`src/rtl/temp_sensor_reader.sv`:
```
// SPI mode-0 master that periodically reads a 13-bit serial temperature sensor
// and converts each good reading to an unsigned 0.1 degC word.
module temp_sensor_reader #(
    parameter int CLK_DIV       = 25,
    parameter int SAMPLE_PERIOD = 5000
) (
    input  logic        clk,
    input  logic        reset,
    input  logic        enable,
    input  logic        miso,
    output logic        sclk,
    output logic        cs_n,
    output logic [15:0] temp_data,
    output logic        temp_valid,
    output logic        sensor_fault
);

    localparam int DW = $clog2(CLK_DIV);
    localparam int TW = $clog2(SAMPLE_PERIOD);

    typedef enum logic [2:0] {IDLE, CS_SETUP, SHIFT, CS_HOLD, CONVERT} state_t;

    state_t        state_reg, state_next;
    logic [DW-1:0] div_reg, div_next;
    logic [4:0]    edge_reg, edge_next;
    logic [TW-1:0] timer_reg, timer_next;
    logic [15:0]   shift_reg, shift_next;
    logic          sclk_reg, sclk_next;
    logic          cs_n_reg, cs_n_next;
    logic          done_reg, done_next;
    logic [15:0]   temp_data_reg, temp_data_next;
    logic          temp_valid_reg, temp_valid_next;
    logic          sensor_fault_reg, sensor_fault_next;

    logic          div_end;
    logic          frame_bad;
    logic [16:0]   product;
    logic [16:0]   product_shifted;
    logic [15:0]   converted;

    assign div_end = (div_reg == DW'(CLK_DIV - 1));

    // Negative readings clamp to zero; positive raw is at most 4095, so 17 bits never overflow.
    always_comb begin
        product         = 17'(shift_reg[14:3]) * 17'd10;
        product_shifted = product >> 4;
        converted       = shift_reg[15] ? 16'd0 : 16'(product_shifted);
        frame_bad       = shift_reg[2] | (shift_reg == 16'hFFFF);
    end

    always_comb begin
        state_next        = state_reg;
        div_next          = div_reg;
        edge_next         = edge_reg;
        timer_next        = (timer_reg == '0) ? '0 : timer_reg - 1'b1;
        shift_next        = shift_reg;
        sclk_next         = sclk_reg;
        cs_n_next         = cs_n_reg;
        done_next         = 1'b0;
        temp_data_next    = temp_data_reg;
        temp_valid_next   = 1'b0;
        sensor_fault_next = sensor_fault_reg;

        case (state_reg)
            IDLE: begin
                cs_n_next = 1'b1;
                sclk_next = 1'b0;
                if (enable && timer_reg == '0) begin
                    state_next = CS_SETUP;
                    cs_n_next  = 1'b0;
                    div_next   = '0;
                    timer_next = TW'(SAMPLE_PERIOD - 1);
                end
            end
            CS_SETUP: begin
                if (div_end) begin
                    div_next   = '0;
                    state_next = SHIFT;
                    sclk_next  = 1'b1;
                    shift_next = {shift_reg[14:0], miso};
                    edge_next  = 5'd1;
                end else begin
                    div_next = div_reg + 1'b1;
                end
            end
            SHIFT: begin
                if (div_end) begin
                    div_next  = '0;
                    sclk_next = ~sclk_reg;
                    edge_next = edge_reg + 5'd1;
                    if (!sclk_reg)
                        shift_next = {shift_reg[14:0], miso};
                    // edge_reg counts completed sclk edges; this is the 32nd, a falling edge
                    if (edge_reg == 5'd31)
                        state_next = CS_HOLD;
                end else begin
                    div_next = div_reg + 1'b1;
                end
            end
            CS_HOLD: begin
                if (div_end) begin
                    div_next   = '0;
                    cs_n_next  = 1'b1;
                    state_next = CONVERT;
                end else begin
                    div_next = div_reg + 1'b1;
                end
            end
            CONVERT: begin
                done_next  = 1'b1;
                state_next = IDLE;
            end
            default: state_next = IDLE;
        endcase

        if (done_reg) begin
            if (frame_bad) begin
                sensor_fault_next = 1'b1;
            end else begin
                sensor_fault_next = 1'b0;
                temp_valid_next   = 1'b1;
                temp_data_next    = converted;
            end
        end
    end

    always_ff @(posedge clk or negedge reset) begin
        if (!reset) begin
            state_reg        <= IDLE;
            div_reg          <= '0;
            edge_reg         <= '0;
            timer_reg        <= '0;
            shift_reg        <= '0;
            sclk_reg         <= 1'b0;
            cs_n_reg         <= 1'b1;
            done_reg         <= 1'b0;
            temp_data_reg    <= '0;
            temp_valid_reg   <= 1'b0;
            sensor_fault_reg <= 1'b0;
        end else begin
            state_reg        <= state_next;
            div_reg          <= div_next;
            edge_reg         <= edge_next;
            timer_reg        <= timer_next;
            shift_reg        <= shift_next;
            sclk_reg         <= sclk_next;
            cs_n_reg         <= cs_n_next;
            done_reg         <= done_next;
            temp_data_reg    <= temp_data_next;
            temp_valid_reg   <= temp_valid_next;
            sensor_fault_reg <= sensor_fault_next;
        end
    end

    assign sclk         = sclk_reg;
    assign cs_n         = cs_n_reg;
    assign temp_data    = temp_data_reg;
    assign temp_valid   = temp_valid_reg;
    assign sensor_fault = sensor_fault_reg;

endmodule

```
`config.mk`:
```
export PLATFORM = sky130hd
export DESIGN_NAME = temp_sensor_reader
export DESIGN_NICKNAME = d
export VERILOG_FILES = /design/src/rtl/temp_sensor_reader.sv
export SDC_FILE = /design/constraint.sdc
export NUM_CORES = 1
export LEC_CHECK = 0
export ABC_CLOCK_PERIOD_IN_PS = 4900
export BUFFER_PORTS_ARGS = -buffer_cell sky130_fd_sc_hd__buf_2
export CELL_PAD_IN_SITES_DETAIL_PLACEMENT = 1
export CELL_PAD_IN_SITES_GLOBAL_PLACEMENT = 1
export CORE_UTILIZATION = 53
export CTS_BUF_LIST = sky130_fd_sc_hd__clkbuf_4
export CTS_CLUSTER_SIZE = 40
export DETAILED_ROUTE_END_ITERATION = 7
export PLACE_DENSITY_LB_ADDON = 0.1
export SLEW_MARGIN = 20
export SYNTH_ARGS = -nofsm -noshare
export SYNTH_HDL_FRONTEND = slang
export SYNTH_SLANG_ARGS = --single-unit
```
`constraint.sdc`:
```
create_clock -name clk -period 4.9 [get_ports clk]
set_input_delay 0.49 -clock clk [delete_from_list [all_inputs] [get_ports clk]]
set_output_delay 0.49 -clock clk [all_outputs]
set_load 0.005 [all_outputs]
```
==> reports/metrics.cfg, run 1 <==
[synth]
synth_compound_area_frac = 0.1427
postSynthCellCount = 307
synth_top_family_by_area = simple AND/OR/NAND/NOR gates
seq_area_frac_synth = 0.4631
synth_edf_count = 0
synthXorXnorAreaFrac = 0.04118
synth_cell_types = 55
ys_seq_elements = 59
synth_flop_cell = dfrtp_1
synthAdderAreaFrac = 0.1004
postSynth.asyncResetShare = 1.000
synth_area_mm2 = 0.003191
syn_avg_cell_area_um2 = 10.39
synthSimpleGateAreaFrac = 0.1463
synthMuxAreaShare = 0.06627
yosys_warnings = 0

[worst_setup_path]
crit_required_ns = 5.18
rrSetupSlack_ns = 2.27
crit_fanout = 4
path_cells = ha_1 > ha_1 > fa_1 > a21o_1 > a311o_1 > nand3_1 > nand4_1 > a32o_1
worstPathArrival_ns = 2.91
reg2reg_depth = 8
rr_startpoint = shift_reg[6]
crit_path_top_delay_cell = dfrtp_1
regToRegEndpoint = temp_data[10]
cp_top_family = adder cells
crit_path_start_kind = flop
cpMostUsedCell = ha_1
max_stage_delay_ns = 0.44
critical_path.endpoint_type = flop
path_buf_inv = 0
worstSetupPathType = reg -> reg

[sta]
fin_setup_tns_ns = 0
max-slew-margin-rel = 0.4924
setup-violations-final = 0
drv_slew = 0
max_freq_mhz = 380.7
layout_min_cycle_time_ns = 2.627
skew_ns = 0.01758
worst_pin_slew_ns = 0.7606
min_period_over_period = 0.5360
fin_ws_ns = 2.273
hold_violations = 0
grt_setup_unrepaired = false

[layout]
syn_to_final_growth_pct = 7.921
layout_commonest_cell = dfrtp_1
final_net_count = 354
multi_input_area_mm2 = 0.001603
regArea_mm2 = 0.001478
fillers = 632
diodes = 0
finish.utilization = 0.6103
drive_gt1_frac = 0.1915
final_cells = 401
mostFrequentLayoutCells = dfrtp_1 (58), ha_1 (24), nand2_1 (23), nor2_1 (20), o21ai_0 (20)
largest_reg_flops = 16

[detailed_routing]
ant_nets = 0
drc = 0
drtIter0Drc = 104
wire_per_inst_um = 16.37
routed-via-count = 2321
drt_pass1_iterations = 4
avgViaCountPerCell = 5.788
finalWirelength_um = 6566

[cts]
cts.sinks = 59
clk_latency_ns = 0.39
cts_buffer_depth = 2
clk_pin_slew_ns = 0.12
cts_setup_buffers = 0
root_buffer = clkbuf_4
htreeDepth = 3
cts_tree = done
cts_buffers = 9
ctsHoldBuffers = 0
cts_resized = 0

[run_status]
status = finished, final reports clean

[floorplan]
die_area_mm2 = 0.006335
die_width_um = 79.59
initial_core_util = 0.5655
pin_count = 24
die_h_um = 79.59
coreArea_mm2 = 0.005642
std_cell_rows = 27

[place]
dpl.cell_count = 386
place.gp.congestion = 0.7968
dp_slack_ns = 2.304
dpl.hpwl_um = 4777
io_buffers = 19

[pwr]
powerDensity_mw_per_mm2 = 241.8
peakVddDrop_v = 0.0001422
leakagePower_uw = 0.001718

[grt]
grt_pass1_wl_um = 11050
grt-ovfl-total = 0
grt_use_total = 0.2316
grt_max_degree = 60
grt_pass1_vias = 2363
antenna_found_initial = 0

[flow_run]
drv_cap = 0

[min_path]
hp-class = in -> async

-- Yosys cell counts (2+ instances only) --
library cell / count / area (um2)
or2_2: 4 / 25.02
buf_4: 4 / 30.03
a31oi_1: 2 / 12.51
mux2i_1: 2 / 20.02
nand4_1: 4 / 25.02
buf_2: 3 / 15.01
a22oi_1: 2 / 15.01
nor4_1: 4 / 25.02
nand2_1: 23 / 86.33
and3_1: 2 / 12.51
xnor2_1: 8 / 70.07
a21oi_1: 19 / 95.09
dfrtp_1: 58 / 1451
clkbuf_1: 9 / 33.78
nand2b_1: 6 / 37.54
or4_4: 2 / 22.52
nor4b_1: 2 / 17.52
mux2_2: 17 / 191.4
xor2_1: 7 / 61.31
and2_1: 4 / 25.02
a21o_1: 6 / 45.04
o31ai_1: 2 / 15.01
nor3_1: 5 / 25.02
ha_1: 24 / 300.3
o2bb2ai_1: 2 / 17.52
nand3_1: 7 / 35.03
a311o_1: 2 / 20.02
nor2_1: 21 / 78.83
o21ai_0: 20 / 100.1
inv_1: 11 / 41.29
-- worst max path at each step --
stage / start / to / slack (ns) / cells past startpoint
finish: shift_reg[6] / temp_data[10] / 2.27 / 8
global route: shift_reg[6] / temp_data[10] / 2.19 / 8
global placement: div_reg[0] / shift_reg[6] / 2.20 / 6
CTS: shift_reg[6] / temp_data[10] / 2.28 / 8
detailed placement: shift_reg[6] / temp_data[10] / 2.30 / 8
floorplan: shift_reg[6] / temp_data[10] / 2.51 / 8
-- through the flow --
step / cell area [um2] / power [uW] / hold WS (ns)
3_3_place_gp: 3316 / 508.7 / 0.4548
5_1_grt: 3443 / 864.0 / 0.2777
2_1_floorplan: 3202 / 499.3 / 0.1944
4_1_cts: 3443 / 840.9 / 0.2362
6_report: 3443 / 832.6 / 0.2303
3_5_place_dp: 3318 / 508.8 / 0.4673
-- final cells by class --
type | count | share of cell area
Clock buffer | 9 | 0.01962
Clock inverter | 6 | 0.01672
Inverter | 12 | 0.01308
Multi-Input combinational cell | 223 | 0.4655
Sequential cell | 59 | 0.4291
Tap cell | 72 | 0.02616
Timing Repair Buffer | 20 | 0.02980
-- routing by layer --
metal  track usage  vias up  share of wire
met5             0        -              0
met4        0.1273        0          0.023
met3       0.04457       16          0.022
met2        0.3897       34           0.50
met1        0.2772     1139           0.45
li1              -     1132              -
-- power by group --
part | internal (uW) | switching, uW | total (uW)
sequential | 487 | 0 | 487
clock | 149 | 185 | 334
combinational | 1.39 | 10.5 | 11.9
-- logic make-up (layout without fill, tap and decap cells) --
group,Yosys count,after routing
compound gates,70,70
xor+xnor,15,15
fa+ha+maj,25,25
buf+inv,28,47
flops,59,59
mux,19,19
other cells,1,4
simple gates,90,90
(Power assumes the default switching activity.)
==> run 2: changes to the inputs <==
ABC_CLOCK_PERIOD_IN_PS = 2700   (was 4900)
CORE_UTILIZATION = 49   (was 53)
clock period = 2.7 ns   (was 4.9 ns; I/O delays follow)
==> run 2 against run 1 <==
  * Non-clock buffer count up 6
  * Clock skew down 0.0086 ns
  * Sequential power up 81%
  * Wire length down 0.88%
  * Power up 95%
  * Worst hold slack worse by 0.12 ns
  * Critical path type unchanged
  * Highest routed layer unchanged
==> reports/metrics.cfg, run 2 (synthesis results as in run 1) <==
[run_status]
status = finished, final reports clean

[floorplan]
pin_count = 24  ; unchanged
initial_core_util = 0.5054  ; -0.06018
die_area_mm2 = 0.006838  ; +7.9%
std_cell_rows = 29  ; +7.4%
die_h_um = 82.69  ; +3.9%
coreArea_mm2 = 0.006314  ; +12%
die_width_um = 82.69  ; +3.9%

[flow_run]
drv_cap = 0  ; unchanged

[place]
dpl.cell_count = 396  ; +2.6%
dp_slack_ns = 0.1589  ; -2.145 ns
dpl.hpwl_um = 4689  ; -1.8%
place.gp.congestion = 0.7188  ; -9.8%
io_buffers = 19  ; unchanged

[grt]
grt_max_degree = 27  ; -55%
grt_use_total = 0.2126  ; -0.01904
grt-ovfl-total = 0  ; unchanged
grt_pass1_wl_um = 10780  ; -2.4%
grt_pass1_vias = 2252  ; -4.7%
antenna_found_initial = 0  ; unchanged

[detailed_routing]
routed-via-count = 2294  ; -1.2%
finalWirelength_um = 6508  ; -0.88%
avgViaCountPerCell = 5.554  ; -4.0%
ant_nets = 0  ; unchanged
drtIter0Drc = 75  ; -28%
drt_pass1_iterations = 4  ; unchanged
drc = 0  ; unchanged
wire_per_inst_um = 15.76  ; -3.8%

[pwr]
switching_share = 0.2188  ; -0.01566
switching_power_uw = 354.8  ; +82%
clockPowerShare = 0.440  ; +0.039
leakagePower_uw = 0.001756  ; +2.2%
internal_power_uw = 1266  ; +99%
peakVddDrop_v = 0.0004408  ; +210%
pwr-share-comb = 0.015  ; about the same
powerDensity_mw_per_mm2 = 459.2  ; +90%
seq_power_share = 0.545  ; -0.039

[layout]
mostFrequentLayoutCells = dfrtp_1 (58), ha_1 (24), nand2_1 (23), nor2_1 (21), o21ai_0 (20)
syn_to_final_growth_pct = 10.67
diodes = 0  ; unchanged
final_cells = 413  ; +3.0%
drive_gt1_frac = 0.1994  ; +0.007915
layout_commonest_cell = dfrtp_1
fillers = 705  ; +12%
final_net_count = 360  ; +1.7%
largest_reg_flops = 16  ; unchanged

[worst_setup_path]
max_stage_delay_ns = 0.43  ; about the same
path_cells = ha_1 > ha_1 > fa_1 > a21o_1 > a311o_1 > nand3_1 > nand4_1 > a32o_1
worstPathArrival_ns = 2.85  ; -0.06 ns
worstSetupPathType = reg -> reg
critical_path.endpoint_type = flop
cp_top_family = adder cells
reg2reg_depth = 8  ; unchanged
crit_fanout = 4  ; unchanged
crit_required_ns = 2.98  ; -2.20 ns
crit_path_start_kind = flop
cpMostUsedCell = ha_1
cp.depth = 8  ; unchanged
crit_path_top_delay_cell = dfrtp_1
path_buf_inv = 0  ; unchanged

[sta]
layout_min_cycle_time_ns = 2.575  ; -0.05206 ns
setup-violations-final = 0  ; unchanged
max-slew-margin-rel = 0.6491  ; +0.1567
fin_setup_tns_ns = 0  ; unchanged
worst_pin_slew_ns = 0.5263  ; -0.2343 ns
fin_ws_ns = 0.1254  ; -2.148 ns
skew_ns = 0.009018  ; -0.008561 ns
grt_setup_unrepaired = false
drv_slew = 0  ; unchanged
min_period_over_period = 0.9535  ; +0.4175
max_freq_mhz = 388.4  ; +2.0%
hold_violations = 0  ; unchanged

[cts]
cts_setup_buffers = 0  ; unchanged
root_buffer = clkbuf_4
clk_latency_ns = 0.39  ; about the same
cts_buffers = 9  ; unchanged
cts_tree = done
htreeDepth = 3  ; unchanged
clk_pin_slew_ns = 0.10  ; -0.02 ns
cts.sinks = 59  ; unchanged
cts_buffer_depth = 2  ; unchanged

[min_path]
holdPathStages = 2
hp-class = in -> reg

run 2: what timing repair did:
item	CTS	global route
gates resized for setup	0	1
hold buffers	1	0
setup endpoints to repair	0	1
endpoints found under the hold margin	14	0
run 2: per-stage QoR:
step | cell area [um2] | total power (uW) | utilization | hold slack (ns)
global route | 3531 | 1693 | 0.5593 | 0.08477
global placement | 3359 | 924.5 | 0.5321 | 0.2092
detailed placement | 3359 | 925.0 | 0.5321 | 0.2139
floorplan | 3202 | 906.1 | - | -0.02559
CTS | 3525 | 1643 | 0.5583 | 0.09766
finish | 3531 | 1621 | 0.5593 | 0.1113
run 2: area by class of cell:
cell class / instances / area (um2) / area share
clock inverters: 6 / 80.08 / 0.02268
repair buffers: 26 / 150.1 / 0.04252
well taps: 77 / 96.34 / 0.02729
flip-flops and latches: 59 / 1478 / 0.4185
inverters: 12 / 45.04 / 0.01276
multi-input cells: 223 / 1607 / 0.4550
clock buffers: 10 / 75.07 / 0.02126
run 2: per-layer routing:
metal / wire length, um / global-route usage / vias up
li1: - / - / 1154
met1: 3260 / 0.2929 / 1104
met2: 3004 / 0.3295 / 27
met3: 154 / 0.03956 / 9
met4: 87 / 0.08276 / 0
met5: 0 / 0 / -
run 2: final timing paths:
check                             start             to  slack, ns
max                        shift_reg[6]  temp_data[10]       0.13
min in group asynchronous         reset   timer_reg[9]       0.32
min                                miso   shift_reg[0]       0.11
min reg2reg                temp_data[3]   temp_data[3]       0.48
max in group asynchronous         reset           cs_n       1.66
max reg2reg                shift_reg[6]  temp_data[10]       0.13
run 2: power by group through the flow:
stage,sequential (uW),combinational (uW),clock (uW)
6_report,883,24.0,714
5_1_grt,883,29.7,780
4_1_cts,883,25.7,734
3_5_place_dp,900,24.6,0
3_3_place_gp,900,24.1,0
2_1_floorplan,901,5.47,0
run 2: worst reg2reg max path, stage by stage, from the launching register on:
cell     delay, ns
dfrtp_1       0.43
ha_1          0.32
ha_1          0.24
fa_1          0.41
a21o_1        0.23
a311o_1       0.39
nand3_1       0.12
nand4_1       0.10
a32o_1        0.25
==> run 3: changes to the inputs <==
CAP_MARGIN = 20   (was unset)
CORE_ASPECT_RATIO = 0.7   (was unset)
==> run 3 against run 2 <==
  * Count of clock-buffer cells in the layout is 4 higher
  * Critical endpoint unchanged
  * Sequential share of layout area is 0.79 points higher
  * Cell area is 1.8% lower
  * Non-clock buffer count is 2 lower
  * Worst hold slack worse by 0.11 ns
  * Register-to-register slack worse by 0.03 ns
==> reports/metrics.cfg, run 3 (synthesis results as in run 1) <==
[grt]
antenna_found_initial = 0  ; unchanged
grt-ovfl-total = 0  ; unchanged
grt_pass1_vias = 2441  ; +8.4%
grt_max_degree = 60  ; +120%
grt_pass1_wl_um = 11790  ; +9.3%
grt_use_total = 0.2208  ; +0.008200

[sta]
skew_ns = 0.01573  ; +0.006715 ns
max-slew-margin-rel = 0.4969  ; -0.1523
drv_slew = 0  ; unchanged
setup-violations-final = 0  ; unchanged
worst_pin_slew_ns = 0.7547  ; +0.2284 ns
max_freq_mhz = 383.5  ; -1.3%
grt_setup_unrepaired = false
layout_min_cycle_time_ns = 2.608  ; +0.03296 ns
hold_violations = 0  ; unchanged
min_period_over_period = 0.9657  ; +0.01221
fin_setup_tns_ns = 0  ; unchanged

[worst_setup_path]
cp_top_family = adder cells
crit_path_start_kind = flop
reg2reg_depth = 8  ; unchanged
critical_path.endpoint_type = flop
worstSetupPathType = reg -> reg
worstPathArrival_ns = 2.90  ; +0.05 ns
regToRegEndpoint = temp_data[10]
path_cells = ha_1 > ha_1 > fa_1 > a21o_1 > a311o_1 > nand3_1 > nand4_1 > a32o_1
crit_required_ns = 3.00  ; +0.02 ns
rrSetupSlack_ns = 0.09  ; -0.03 ns
crit_fanout = 4  ; unchanged
crit_path_top_delay_cell = dfrtp_1
path_buf_inv = 0  ; unchanged
max_stage_delay_ns = 0.43  ; about the same
critPathLaunch = shift_reg[6]
rr_startpoint = shift_reg[6]
cpMostUsedCell = ha_1

[cts]
cts_resized = 0  ; unchanged
cts_tree = done
root_buffer = clkbuf_4
cts_setup_buffers = 0  ; unchanged
cts_buffers = 9  ; unchanged
cts.sinks = 59  ; unchanged
htreeDepth = 3  ; unchanged
ctsHoldBuffers = 0  ; -1
clk_latency_ns = 0.40  ; about the same
clk_pin_slew_ns = 0.10  ; about the same
cts_buffer_depth = 2  ; unchanged

[layout]
final_net_count = 358  ; -0.56%
fin_area_mm2 = 0.003466  ; -1.8%
diodes = 0  ; unchanged
final_cells = 412  ; -0.24%
syn_to_final_growth_pct = 8.627
largest_reg_flops = 16  ; unchanged
mostFrequentLayoutCells = dfrtp_1 (58), ha_1 (24), nand2_1 (23), nor2_1 (21), o21ai_0 (20)
layout_commonest_cell = dfrtp_1
drive_gt1_frac = 0.1946  ; -0.004794

[pwr]
leakagePower_uw = 0.001732  ; -1.4%
powerDensity_mw_per_mm2 = 417.5  ; -9.1%
peakVddDrop_v = 0.0002099  ; -52%
p_total_uw = 1447  ; -11%

[min_path]
hp-class = in -> async

[place]
io_buffers = 19  ; unchanged
place.gp.congestion = 0.7770  ; +8.1%
dpl.hpwl_um = 4737  ; +1.0%
dpl.cell_count = 396  ; unchanged
placed_area_mm2 = 0.003353  ; -0.19%

[floorplan]
pin_count = 24  ; unchanged
coreArea_mm2 = 0.006246  ; -1.1%
initial_core_util = 0.5108  ; +0.005467
die_area_mm2 = 0.006843  ; about the same
die_width_um = 98.45  ; +19%
die_h_um = 69.51  ; -16%
std_cell_rows = 24  ; -17%

[detailed_routing]
wire_per_inst_um = 16.25  ; +3.1%
drc = 0  ; unchanged
ant_nets = 0  ; unchanged
routed-via-count = 2324  ; +1.3%
finalWirelength_um = 6693  ; +2.8%
avgViaCountPerCell = 5.641  ; +1.6%
drtIter0Drc = 108  ; +44%
drt_pass1_iterations = 6  ; +2

[flow_run]
drv_cap = 0  ; unchanged

[run_status]
status = finished, final reports clean

==> run 3: cell count changes in the layout (fill, tap and decap cells not counted) <==
cell	previous run	this run
dlygate4sd3_1	1	0
a311oi_2	1	0
bufinv_16	2	0
clkinv_2	1	0
clkbuf_4	10	14
a311oi_1	0	1
clkinvlp_4	1	0
buf_4	6	5
==> run 3: cell type report <==
type / count / area (um2)
multi-input cells: 223 / 1600
clock buffers: 14 / 105.1
flip-flops and latches: 59 / 1478
inverters: 12 / 45.04
well taps: 78 / 97.59
repair buffers: 24 / 132.6
clock inverters: 2 / 7.507
fillers: 713 / 2780
==> run 3: worst max-delay path by stage <==
stage / slack, ns / end / cells after the start
final: 0.09 / temp_data[10] / 8
after global routing: 0.004 / temp_data[8] / 8
after CTS: 0.09 / temp_data[8] / 8
after detailed placement: 0.11 / temp_data[8] / 8
after global placement: 0.21 / temp_data[10] / 8
after floorplan: 0.31 / temp_data[10] / 8
==> run 3: per-stage QoR <==
stage	util	hold slack, ns	worst slack, ns
after floorplan	-	-0.02559	0.3101
after global placement	0.5369	0.4585	0.2119
after detailed placement	0.5369	0.4650	0.1117
after CTS	0.5549	0.02229	0.09083
after global routing	0.5549	0.06893	0.004252
final	0.5549	0.003516	0.09248
==> run 3: where the power goes <==
part	switching [uW]	leakage (uW)	internal, uW	total (uW)
sequential	0	0.000765	883	883
combinational	19.1	0.000900	2.53	21.7
clock	306	0.0000675	237	542
==> run 3: layer usage <==
layer / GRT usage / vias up / routed length (um)
met1: 0.3131 / 1153 / 3484
met4: 0.06468 / 0 / 53
li1: - / 1142 / -
met2: 0.3341 / 23 / 2969
met5: 0 / - / 0
met3: 0.05746 / 6 / 186
